`src/rtl/uart_pkg.sv`:
```
// uart_pkg: shared definitions for the buffered UART receiver.
//   PARITY_*        frame parity modes
//   rx_state_t      receiver FSM state encoding
//   clks_per_bit()  rounded clock-to-baud ratio
//   entry_width()   FIFO entry width: data plus frame/parity error flags
package uart_pkg;

    localparam int PARITY_NONE = 0;
    localparam int PARITY_ODD  = 1;
    localparam int PARITY_EVEN = 2;

    typedef enum logic [2:0] {
        ST_IDLE,
        ST_START,
        ST_DATA,
        ST_PARITY,
        ST_STOP,
        ST_BREAK_WAIT
    } rx_state_t;

    function automatic int clks_per_bit(input int clk_freq, input int baud);
        return (clk_freq + baud / 2) / baud;
    endfunction

    function automatic int entry_width(input int data_bits);
        return data_bits + 2;
    endfunction

endpackage

```
`src/rtl/uart_rx_fifo_sync_fifo.sv`:
```
// sync_fifo: single-clock show-ahead FIFO.
//   clk, rst_n     clock, async active-low reset (flushes the FIFO)
//   i_push         write i_push_data; ignored when full unless popping too
//   i_pop          remove head entry; ignored when empty
//   o_head         current head entry (0 while empty)
//   o_full/o_empty occupancy flags
//   o_count        entries held, 0..DEPTH
module sync_fifo #(
    parameter int WIDTH = 10,
    parameter int DEPTH = 16
) (
    input  logic                     clk,
    input  logic                     rst_n,
    input  logic                     i_push,
    input  logic [WIDTH-1:0]         i_push_data,
    input  logic                     i_pop,
    output logic [WIDTH-1:0]         o_head,
    output logic                     o_full,
    output logic                     o_empty,
    output logic [$clog2(DEPTH):0]   o_count
);

    localparam int AW = $clog2(DEPTH);
    localparam logic [AW:0]   FULL_COUNT = (AW + 1)'(DEPTH);
    localparam logic [AW:0]   COUNT_ONE  = (AW + 1)'(1);
    localparam logic [AW-1:0] PTR_ONE    = AW'(1);

    logic [WIDTH-1:0] r_mem [DEPTH];
    logic [AW-1:0]    r_wr_ptr;
    logic [AW-1:0]    r_rd_ptr;
    logic [AW:0]      r_count;

    logic w_full;
    logic w_empty;
    logic w_pop;
    logic w_push;

    assign w_full  = (r_count == FULL_COUNT);
    assign w_empty = (r_count == '0);
    assign w_pop   = i_pop && !w_empty;
    // A pop in the same cycle frees the slot the push lands in.
    assign w_push  = i_push && (!w_full || w_pop);

    always_ff @(posedge clk) begin
        if (w_push) begin
            r_mem[r_wr_ptr] <= i_push_data;
        end
    end

    always_ff @(posedge clk or negedge rst_n) begin
        if (!rst_n) begin
            r_wr_ptr <= '0;
            r_rd_ptr <= '0;
            r_count  <= '0;
        end else begin
            if (w_push) begin
                r_wr_ptr <= r_wr_ptr + PTR_ONE;
            end
            if (w_pop) begin
                r_rd_ptr <= r_rd_ptr + PTR_ONE;
            end
            case ({w_push, w_pop})
                2'b10:   r_count <= r_count + COUNT_ONE;
                2'b01:   r_count <= r_count - COUNT_ONE;
                default: r_count <= r_count;
            endcase
        end
    end

    assign o_head  = w_empty ? '0 : r_mem[r_rd_ptr];
    assign o_full  = w_full;
    assign o_empty = w_empty;
    assign o_count = r_count;

endmodule

```
`src/rtl/uart_rx_fifo.sv`:
```
// uart_rx_fifo: UART receiver with configurable frame format and a
// show-ahead character FIFO on the output.
//   clk, rst_n      system clock, async active-low reset
//   rx_in           raw serial line (asynchronous, idle high)
//   rx_data         head character; rx_frame_err / rx_parity_err its flags
//   rx_valid        FIFO non-empty; rx_ready pops the head entry
//   fifo_count      entries held
//   overrun         sticky drop indicator, cleared by overrun_clr
//
// state          | meaning
// ST_IDLE        | line idle, waiting for a falling edge
// ST_START       | half a bit in, confirm start bit (reject glitches)
// ST_DATA        | sample DATA_BITS bits, LSB first
// ST_PARITY      | sample the parity bit
// ST_STOP        | sample stop bit(s); push entry at the last one
// ST_BREAK_WAIT  | last stop bit was low, wait for line to return high
module uart_rx_fifo
    import uart_pkg::*;
#(
    parameter int CLK_FREQ   = 25_000_000,
    parameter int BAUD       = 115200,
    parameter int DATA_BITS  = 8,
    parameter int PARITY     = 0,
    parameter int STOP_BITS  = 1,
    parameter int FIFO_DEPTH = 16
) (
    input  logic                          clk,
    input  logic                          rst_n,
    input  logic                          rx_in,
    output logic [DATA_BITS-1:0]          rx_data,
    output logic                          rx_frame_err,
    output logic                          rx_parity_err,
    output logic                          rx_valid,
    input  logic                          rx_ready,
    output logic [$clog2(FIFO_DEPTH):0]   fifo_count,
    output logic                          overrun,
    input  logic                          overrun_clr
);

    // CPB must be >= 4 so the half-bit start check lands before the bit ends.
    localparam int CPB = clks_per_bit(CLK_FREQ, BAUD);
    localparam int CW  = $clog2(CPB);
    localparam int BW  = $clog2(DATA_BITS);
    localparam int EW  = entry_width(DATA_BITS);

    localparam logic [CW-1:0] CNT_HALF  = CW'(CPB / 2);
    localparam logic [CW-1:0] CNT_FULL  = CW'(CPB - 1);
    localparam logic [CW-1:0] CNT_ONE   = CW'(1);
    localparam logic [BW-1:0] BIT_LAST  = BW'(DATA_BITS - 1);
    localparam logic [BW-1:0] BIT_ONE   = BW'(1);
    localparam logic          STOP_LAST = (STOP_BITS == 2);

    logic                 r_rx_meta;
    logic                 r_rx_s;

    rx_state_t            r_state;
    logic [CW-1:0]        r_cnt;
    logic [BW-1:0]        r_bit_idx;
    logic                 r_stop_idx;
    logic [DATA_BITS-1:0] r_shift;
    logic                 r_frame_err;
    logic                 r_parity_err;
    logic                 r_overrun;

    logic                 w_tick;
    logic                 w_last_stop;
    logic                 w_parity_err;
    logic                 w_push;
    logic [EW-1:0]        w_push_data;
    logic [EW-1:0]        w_head;
    logic                 w_full;
    logic                 w_empty;
    logic                 w_drop;

    always_ff @(posedge clk or negedge rst_n) begin
        if (!rst_n) begin
            r_rx_meta <= 1'b1;
            r_rx_s    <= 1'b1;
        end else begin
            r_rx_meta <= rx_in;
            r_rx_s    <= r_rx_meta;
        end
    end

    assign w_tick       = (r_cnt == '0);
    assign w_last_stop  = (r_stop_idx == STOP_LAST);
    // Odd parity expects an odd total count of ones over data plus parity bit.
    assign w_parity_err = ((^r_shift) ^ r_rx_s) != (PARITY == PARITY_ODD);

    // Push is combinational on the last stop mid-sample so the entry is
    // visible one cycle later.
    assign w_push      = (r_state == ST_STOP) && w_tick && w_last_stop;
    assign w_push_data = {r_frame_err | ~r_rx_s, r_parity_err, r_shift};

    always_ff @(posedge clk or negedge rst_n) begin
        if (!rst_n) begin
            r_state      <= ST_IDLE;
            r_cnt        <= '0;
            r_bit_idx    <= '0;
            r_stop_idx   <= 1'b0;
            r_shift      <= '0;
            r_frame_err  <= 1'b0;
            r_parity_err <= 1'b0;
        end else begin
            case (r_state)
                ST_IDLE: begin
                    if (!r_rx_s) begin
                        r_state <= ST_START;
                        r_cnt   <= CNT_HALF;
                    end
                end
                ST_START: begin
                    if (!w_tick) begin
                        r_cnt <= r_cnt - CNT_ONE;
                    end else if (r_rx_s) begin
                        r_state <= ST_IDLE;
                    end else begin
                        r_state      <= ST_DATA;
                        r_cnt        <= CNT_FULL;
                        r_bit_idx    <= '0;
                        r_stop_idx   <= 1'b0;
                        r_frame_err  <= 1'b0;
                        r_parity_err <= 1'b0;
                    end
                end
                ST_DATA: begin
                    if (!w_tick) begin
                        r_cnt <= r_cnt - CNT_ONE;
                    end else begin
                        r_cnt   <= CNT_FULL;
                        r_shift <= {r_rx_s, r_shift[DATA_BITS-1:1]};
                        if (r_bit_idx == BIT_LAST) begin
                            r_state <= (PARITY != PARITY_NONE) ? ST_PARITY : ST_STOP;
                        end else begin
                            r_bit_idx <= r_bit_idx + BIT_ONE;
                        end
                    end
                end
                ST_PARITY: begin
                    if (!w_tick) begin
                        r_cnt <= r_cnt - CNT_ONE;
                    end else begin
                        r_cnt        <= CNT_FULL;
                        r_parity_err <= w_parity_err;
                        r_state      <= ST_STOP;
                    end
                end
                ST_STOP: begin
                    if (!w_tick) begin
                        r_cnt <= r_cnt - CNT_ONE;
                    end else begin
                        r_cnt <= CNT_FULL;
                        if (!r_rx_s) begin
                            r_frame_err <= 1'b1;
                        end
                        if (w_last_stop) begin
                            r_state <= r_rx_s ? ST_IDLE : ST_BREAK_WAIT;
                        end else begin
                            r_stop_idx <= 1'b1;
                        end
                    end
                end
                ST_BREAK_WAIT: begin
                    if (r_rx_s) begin
                        r_state <= ST_IDLE;
                    end
                end
                default: r_state <= ST_IDLE;
            endcase
        end
    end

    sync_fifo #(
        .WIDTH (EW),
        .DEPTH (FIFO_DEPTH)
    ) u_fifo (
        .clk         (clk),
        .rst_n       (rst_n),
        .i_push      (w_push),
        .i_push_data (w_push_data),
        .i_pop       (rx_ready),
        .o_head      (w_head),
        .o_full      (w_full),
        .o_empty     (w_empty),
        .o_count     (fifo_count)
    );

    assign w_drop = w_push && w_full && !(rx_ready && !w_empty);

    // A drop in the same cycle as a clear keeps the flag set.
    always_ff @(posedge clk or negedge rst_n) begin
        if (!rst_n) begin
            r_overrun <= 1'b0;
        end else if (w_drop) begin
            r_overrun <= 1'b1;
        end else if (overrun_clr) begin
            r_overrun <= 1'b0;
        end
    end

    assign rx_valid      = !w_empty;
    assign rx_data       = w_head[DATA_BITS-1:0];
    assign rx_parity_err = w_head[DATA_BITS];
    assign rx_frame_err  = w_head[DATA_BITS+1];
    assign overrun       = r_overrun;

endmodule
```
`config.mk`:
```
export PLATFORM = sky130hd
export DESIGN_NAME = uart_rx_fifo
export DESIGN_NICKNAME = d
export VERILOG_FILES = /design/src/rtl/uart_pkg.sv /design/src/rtl/uart_rx_fifo_sync_fifo.sv /design/src/rtl/uart_rx_fifo.sv
export SDC_FILE = /design/constraint.sdc
export NUM_CORES = 1
export LEC_CHECK = 0
export CORE_ASPECT_RATIO = 1.1
export CORE_MARGIN = 1.5
export CORE_UTILIZATION = 54
export CTS_CLUSTER_DIAMETER = 40
export DETAILED_ROUTE_END_ITERATION = 7
export PLACE_DENSITY = 0.7
export RECOVER_POWER = 50
export SKIP_CTS_REPAIR_TIMING = 1
export SYNTH_ARGS = -nofsm -noshare
export SYNTH_HDL_FRONTEND = slang
export SYNTH_SLANG_ARGS = --single-unit
```
`constraint.sdc`:
```
create_clock -name clk -period 3.4 [get_ports clk]
set_input_delay 0.51 -clock clk [delete_from_list [all_inputs] [get_ports clk]]
set_output_delay 0.51 -clock clk [all_outputs]
set_load 0.1 [all_outputs]
```
==> results of run 1 <==
[state kept, by name, indices dropped and copies added, names as in the netlist, 3 cells and up]
register / flops
u_fifo.o_count: 5
u_fifo.r_wr_ptr: 4
r_cnt: 8
u_fifo.r_rd_ptr: 4
r_state: 3
r_bit_idx: 3
r_shift: 8
u_fifo.r_mem: 160
[final timing paths]
| check | to | depth (start not counted) | slack, ns |
|---|---|---|---|
| min | r_rx_s | 0 | 0.36 |
| min reg2reg | r_rx_s | 0 | 0.36 |
| max | rx_data[6] | 5 | 0.28 |
| min in group asynchronous | u_fifo.r_rd_ptr[0] | 1 | 0.73 |
| max reg2reg | u_fifo.r_mem[14][8] | 8 | 0.36 |
| max in group asynchronous | u_fifo.r_rd_ptr[0] | 1 | 1.26 |
[kinds of logic (layout without fill, tap and decap cells)]
family	after synthesis	count (layout)	share of synthesized area (%)
AND/OR/NAND/NOR	105	105	6.32
flip-flops	200	200	70.3
AO/OA/AOI/OAI	45	45	3.56
XOR/XNOR	18	18	1.91
adder cells (fa/ha/maj)	9	9	1.36
buffers and inverters	33	82	1.70
multiplexers	59	59	14.8
[power by group through the flow]
stage                     clock, W  sequential, W  combinational [W]
after floorplan                  0        0.00267         0.00000580
after global placement           0        0.00267          0.0000223
after detailed placement         0        0.00267          0.0000229
after CTS                  0.00186        0.00262          0.0000232
after global routing       0.00196        0.00262          0.0000249
final                      0.00183        0.00262          0.0000215
[cells in the final DEF, fill, tap and decap left out, types with 3 or more instances in the layout]
| master | Yosys | routed |
|---|---|---|
| mux2_2 | 8 | 8 |
| a21oi_1 | 9 | 9 |
| dfrtp_1 | 38 | 37 |
| and2_1 | 13 | 13 |
| ha_1 | 9 | 9 |
| o21ai_0 | 15 | 15 |
| nand3_1 | 4 | 4 |
| nor3_1 | 12 | 12 |
| buf_12 | 0 | 12 |
| clkbuf_1 | 12 | 6 |
| edfxtp_1 | 160 | 160 |
| or3_1 | 3 | 3 |
| o31ai_1 | 3 | 3 |
| buf_4 | 0 | 19 |
| xnor2_1 | 16 | 16 |
| clkdlybuf4s50_1 | 0 | 7 |
| mux4_2 | 50 | 50 |
| nand2_1 | 27 | 27 |
| nand2b_1 | 5 | 5 |
| inv_1 | 9 | 9 |
| nor2_1 | 27 | 28 |
| clkbuf_16 | 0 | 17 |
[worst register-to-register path: stages (launching register included)]
cell and delay, ns:
dfrtp_1 0.42, inv_1 0.07, ha_1 0.15, or4b_1 0.54
nor3_1 0.51, and2_1 0.40, nand2_1 0.17, nor2_1 0.26
buf_4 0.23
[per-stage QoR]
| step | power [W] | hold WS, ns | instance area (um2) | util (%) | setup slack [ns] |
|---|---|---|---|---|---|
| 2_1_floorplan | 0.00267 | 0.214 | 8260 | - | 0.0189 |
| 3_3_place_gp | 0.00269 | 0.348 | 8880 | 59.2 | 0.513 |
| 3_5_place_dp | 0.00269 | 0.349 | 8880 | 59.2 | 0.401 |
| 4_1_cts | 0.00450 | 0.243 | 9410 | 62.8 | 0.238 |
| 5_1_grt | 0.00460 | 0.373 | 9410 | 62.7 | 0.162 |
| 6_report | 0.00447 | 0.362 | 9410 | 62.7 | 0.282 |
[cell type report]
| cell class | instances | area, um2 | share of cell area (%) |
|---|---|---|---|
| tap | 196 | 245 | 2.61 |
| multi-input combinational | 236 | 2310 | 24.6 |
| clock inverter | 11 | 97.6 | 1.04 |
| timing repair buffer | 41 | 470 | 5.00 |
| clock buffer | 21 | 440 | 4.68 |
| sequential | 200 | 5810 | 61.8 |
| inverter | 9 | 33.8 | 0.359 |
[per-layer routing]
layer	part of all wire, %	track usage (%)
met5	0	0
met4	1.5	7.12
met3	4.2	4.44
met2	53	34.8
met1	42	29.0
==> metrics, run 1 <==
outcome finished with violations; failing checks capacitance limit, slew limit; Worst Hold Class flip-flop to flip-flop; CP peak stage delay 0.61 ns; global router's overall resource usage 21.3%; Ys Warns 0; Buf/Inv on CP 2; ANT cells 0; Final period util 91.7%; vias approximately 4,200; share of cells above drive strength 1 23.6%; remaining global-route overflow 0; Synth Instances 469; Yosys top cell area share 58.2%; largest net degree at the start of global routing 44; Placer Congestion approximately 0.82; Antenna Violating Nets Remaining 0; DR iter-0 viols 357; cell taking the most area after synthesis edfxtp_1; critical path capture point type output pin; flops & latches, synth 200; Die W 121 um; Post-synth ARST share 20.0%; initial core utilization 55.1%; Worst EP arrival about 2.6 ns; top cells by count, synth edfxtp_1, mux4_2, dfrtp_1; WL/cell 21.8 um; slowest CP cell mux4_2; TritonCTS clock tree yes; core area 15,000 um2; CP Cell Sequence buf_12 > mux4_2 > mux4_2 > and2_1 > buf_12; PortBufs 21; switching pwr approximately 0.00084 W; Syn Nets just under 500; die area 16,000 um2; die height 133 um; wirelength, routed 15,600 um; Internal 0.00363 W; H-tree levels 4; sw frac 18.9%; CP Launch Type flip-flop; dpl hpwl 9980 um; Top Family by Delay on Critical Path multiplexers; Rel. slew slack -47.1%; Data required, critical path a little under 3 ns; unrepaired setup endpoints after global routing no; Synth area leaders edfxtp_1, mux4_2, dfrtp_1; cts bufs inserted 17; Via density 5.84; CTS Sinks 200; Layout Nets 519; Clock Path Buffers 2; Flop pwr share 58.5%; Pre-antenna DRT Iters 4; Layout area overhead 13.9%; Final Max Tran Viols about 40; Avg Cell Area, Syn 17.6 um2; Filler cells 1,051; EDFF count, synth 160; clock transition at the registers of the reported paths 0.06 ns; Peak Freq about 320 MHz; final hold viol count 0; most frequent cell after synthesis edfxtp_1; CTS root buf clkbuf_16; Final TNS setup 0 ns; vias in the first global route roughly 4,300; Cell Count, Final, Fillers Out 714; Pleak 3.54 nW; Max Cap Violations 1; min-delay src r_rx_meta; power per cell area ~480 nW/um2; R2R Path Start r_cnt[0]; clk_skew 0.0140 ns; IO Pins 22; VDD IR-drop max approximately 270 uV; final setup vio count 0; register area share after synthesis between 70% and 80%; Placed Instances roughly 680; dominant synthesized flop cell edfxtp_1; worst setup path startpoint u_fifo.r_rd_ptr[0]; Logic pwr share 0.5%; post-synth cell types 50; initial antenna violation count 0; Clock Latency Late Sink roughly 0.43 ns; post-synthesis cell area 8260 um2; residual DRC count 0; crit path time final 3.12 ns; Worst-Margin Slew between 2 and 2.5 ns; WS Path Type flip-flop to output pin; FP Rows 47; clock power share 41.0%; crit path max fanout 43; global-route wire length before repair ~25,000 um
(Power assumes the default switching activity.)
==> run 2, diff against run 1 <==
==> constraint.sdc (replaced) <==
create_clock -name clk -period 3.4 [get_ports clk]
set_input_delay 0.51 -clock clk [delete_from_list [all_inputs] [get_ports clk]]
set_output_delay 0.51 -clock clk [all_outputs]
set_load 0.02 [all_outputs]
==> run 2 against run 1 <==
  * The flow still finishes with violations (capacitance limit, slew limit)
  * Worst hold slack better by 0.0067 ns
  * Sequential power hardly changed
  * Maximum frequency is 6.7% lower
  * Final cell count is 2.2% higher
  * Wire length is 3.0% higher
  * Clock power is 30% higher
==> metrics, run 2 (synthesized netlist as in run 1, its figures left out) <==
outcome finished with violations; vias 4,352 (+4.4%); IO Pins 22 (unchanged); global-route wire length before repair 25,100 um (+1.6%); most frequent cells in the layout edfxtp_1, mux4_2, dfrtp_1, buf_4; Worst-Margin Slew 2.19 ns (-0.0183 ns); Final Max Tran Viols 41 (unchanged); most frequent standard cell in the layout excluding fill and tap cells edfxtp_1; CP Launch Type flip-flop; Crit path top cell by count mux4_2; Largest regs u_fifo.r_mem x160, r_cnt x8, r_shift x8; Clock Path Buffers 2 (unchanged); die height 133 um (unchanged); cts bufs inserted 17 (unchanged); final setup margin 0.0590 ns (-0.223 ns); CTS root buf clkbuf_16; CP peak stage delay 0.54 ns (-0.07 ns); TritonCTS clock tree yes; Placer Congestion 0.802 (-2.7%); VDD IR-drop max 294 uV (+9.2%); WL/cell 22.0 um (+0.78%); Peak Freq 299 MHz (-6.7%); Layout area overhead 16.6%; PortBufs 21 (unchanged); Via density 5.96 (+2.1%); CP Cell Sequence buf_12 > mux4_2 > mux4_2 > and2_1 > clkdlybuf4s50_1; crit path max fanout 12 (-72%); Reg with most FFs u_fifo.r_mem; global router's overall resource usage 21.5% (+0.21 points); dpl hpwl 10,200 um (+2.4%); CTS Sinks 200 (unchanged); slowest CP cell clkdlybuf4s50_1; Pre-antenna DRT Iters 4 (unchanged); Pleak 3.77 nW (+6.5%); DR iter-0 viols 561 (+57%); clock transition at the registers of the reported paths 0.07 ns (about the same); Max Cap Violations 1 (unchanged); residual DRC count 0 (unchanged); vias in the first global route 4,334 (+0.98%); largest net degree at the start of global routing 44 (unchanged); Final period util 98.3% (+6.6 points); initial antenna violation count 0 (unchanged); final setup vio count 0 (unchanged); Worst Hold Class flip-flop to flip-flop; core area 15,000 um2 (unchanged); share of cells above drive strength 1 24.7% (+1.2 points); wirelength, routed 16,100 um (+3.0%); die area 16,000 um2 (unchanged); remaining global-route overflow 0 (unchanged); initial core utilization 55.1% (unchanged); WS Path Type flip-flop to output pin; Layout Nets 535 (+3.1%); ANT cells 0 (unchanged); crit path time final 3.34 ns (+0.223 ns); critical path capture point type output pin; pre-CTS WS 0.360 ns (-0.0407 ns); Data required, critical path 2.89 ns (about the same); Rel. slew slack -45.9% (+1.2 points); Antenna Violating Nets Remaining 0 (unchanged); Largest register FFs 160 (unchanged); post-layout utilization of the core 64.3% (+1.5 points); FP Rows 47 (unchanged); Clock Latency Late Sink 0.43 ns (about the same); failing checks capacitance limit, slew limit; Die W 121 um (unchanged); Worst EP arrival 2.83 ns (+0.22 ns); final hold viol count 0 (unchanged); H-tree levels 4 (unchanged); clk_skew 0.00903 ns (-0.00497 ns); power per cell area 520 nW/um2 (+9.4%)
-- run 2: through the flow --
step           hold slack (ns)  instance area [um2]  instances  TNS [ns]  total power (W)
2_1_floorplan            0.214                 8260        469         0          0.00267
3_3_place_gp             0.347                 8880        694         0          0.00269
3_5_place_dp             0.354                 8880        694         0          0.00269
4_1_cts                  0.223                 9590        726    -0.934          0.00504
5_1_grt                  0.373                 9640        730  -0.00131          0.00514
6_report                 0.369                 9640        730         0          0.00501
-- run 2: worst max-delay path: cells and delay by family (launching register included) --
family,cells,cell delay [ns]
and+or+nand+nor,1,0.19
buffers and inverters,2,0.72
muxes,2,0.98
DFF,1,0.50
-- run 2: power breakdown --
| part | internal, W | total, W | switching (W) |
|---|---|---|---|
| Combinational | 0.00000509 | 0.0000210 | 0.0000159 |
| Sequential | 0.00262 | 0.00262 | 0.00000153 |
| Clock | 0.00153 | 0.00237 | 0.000846 |
-- run 2: cell type report --
cell class,instances,area (um2)
clock buffer,19,433
clock inverter,13,273
fill,1024,5360
inverter,9,33.8
multi-input combinational,236,2310
sequential,200,5810
tap,196,245
timing repair buffer,57,524
-- run 2: worst paths after layout --
check,depth (start not counted),slack [ns],end,from
worst max-delay path,5,0.06,rx_data[0],u_fifo.r_rd_ptr[0]
worst min-delay path,0,0.37,r_rx_s,r_rx_meta
worst max register to register,9,0.46,u_fifo.r_mem[7][7],r_cnt[0]
worst min register to register,0,0.37,r_rx_s,r_rx_meta
max in group asynchronous,1,1.14,u_fifo.r_rd_ptr[0],rst_n
min in group asynchronous,1,0.72,r_cnt[5],rst_n
-- run 2: routing by layer --
| layer | vias to the layer above | global-route usage [%] | part of all wire [%] |
|---|---|---|---|
| met2 | 128 | 35.9 | 53 |
| met3 | 14 | 4.40 | 4.8 |
| li1 | 1943 | - | - |
| met5 | - | 0 | 0 |
| met1 | 2267 | 29.0 | 41 |
| met4 | 0 | 6.27 | 1.2 |
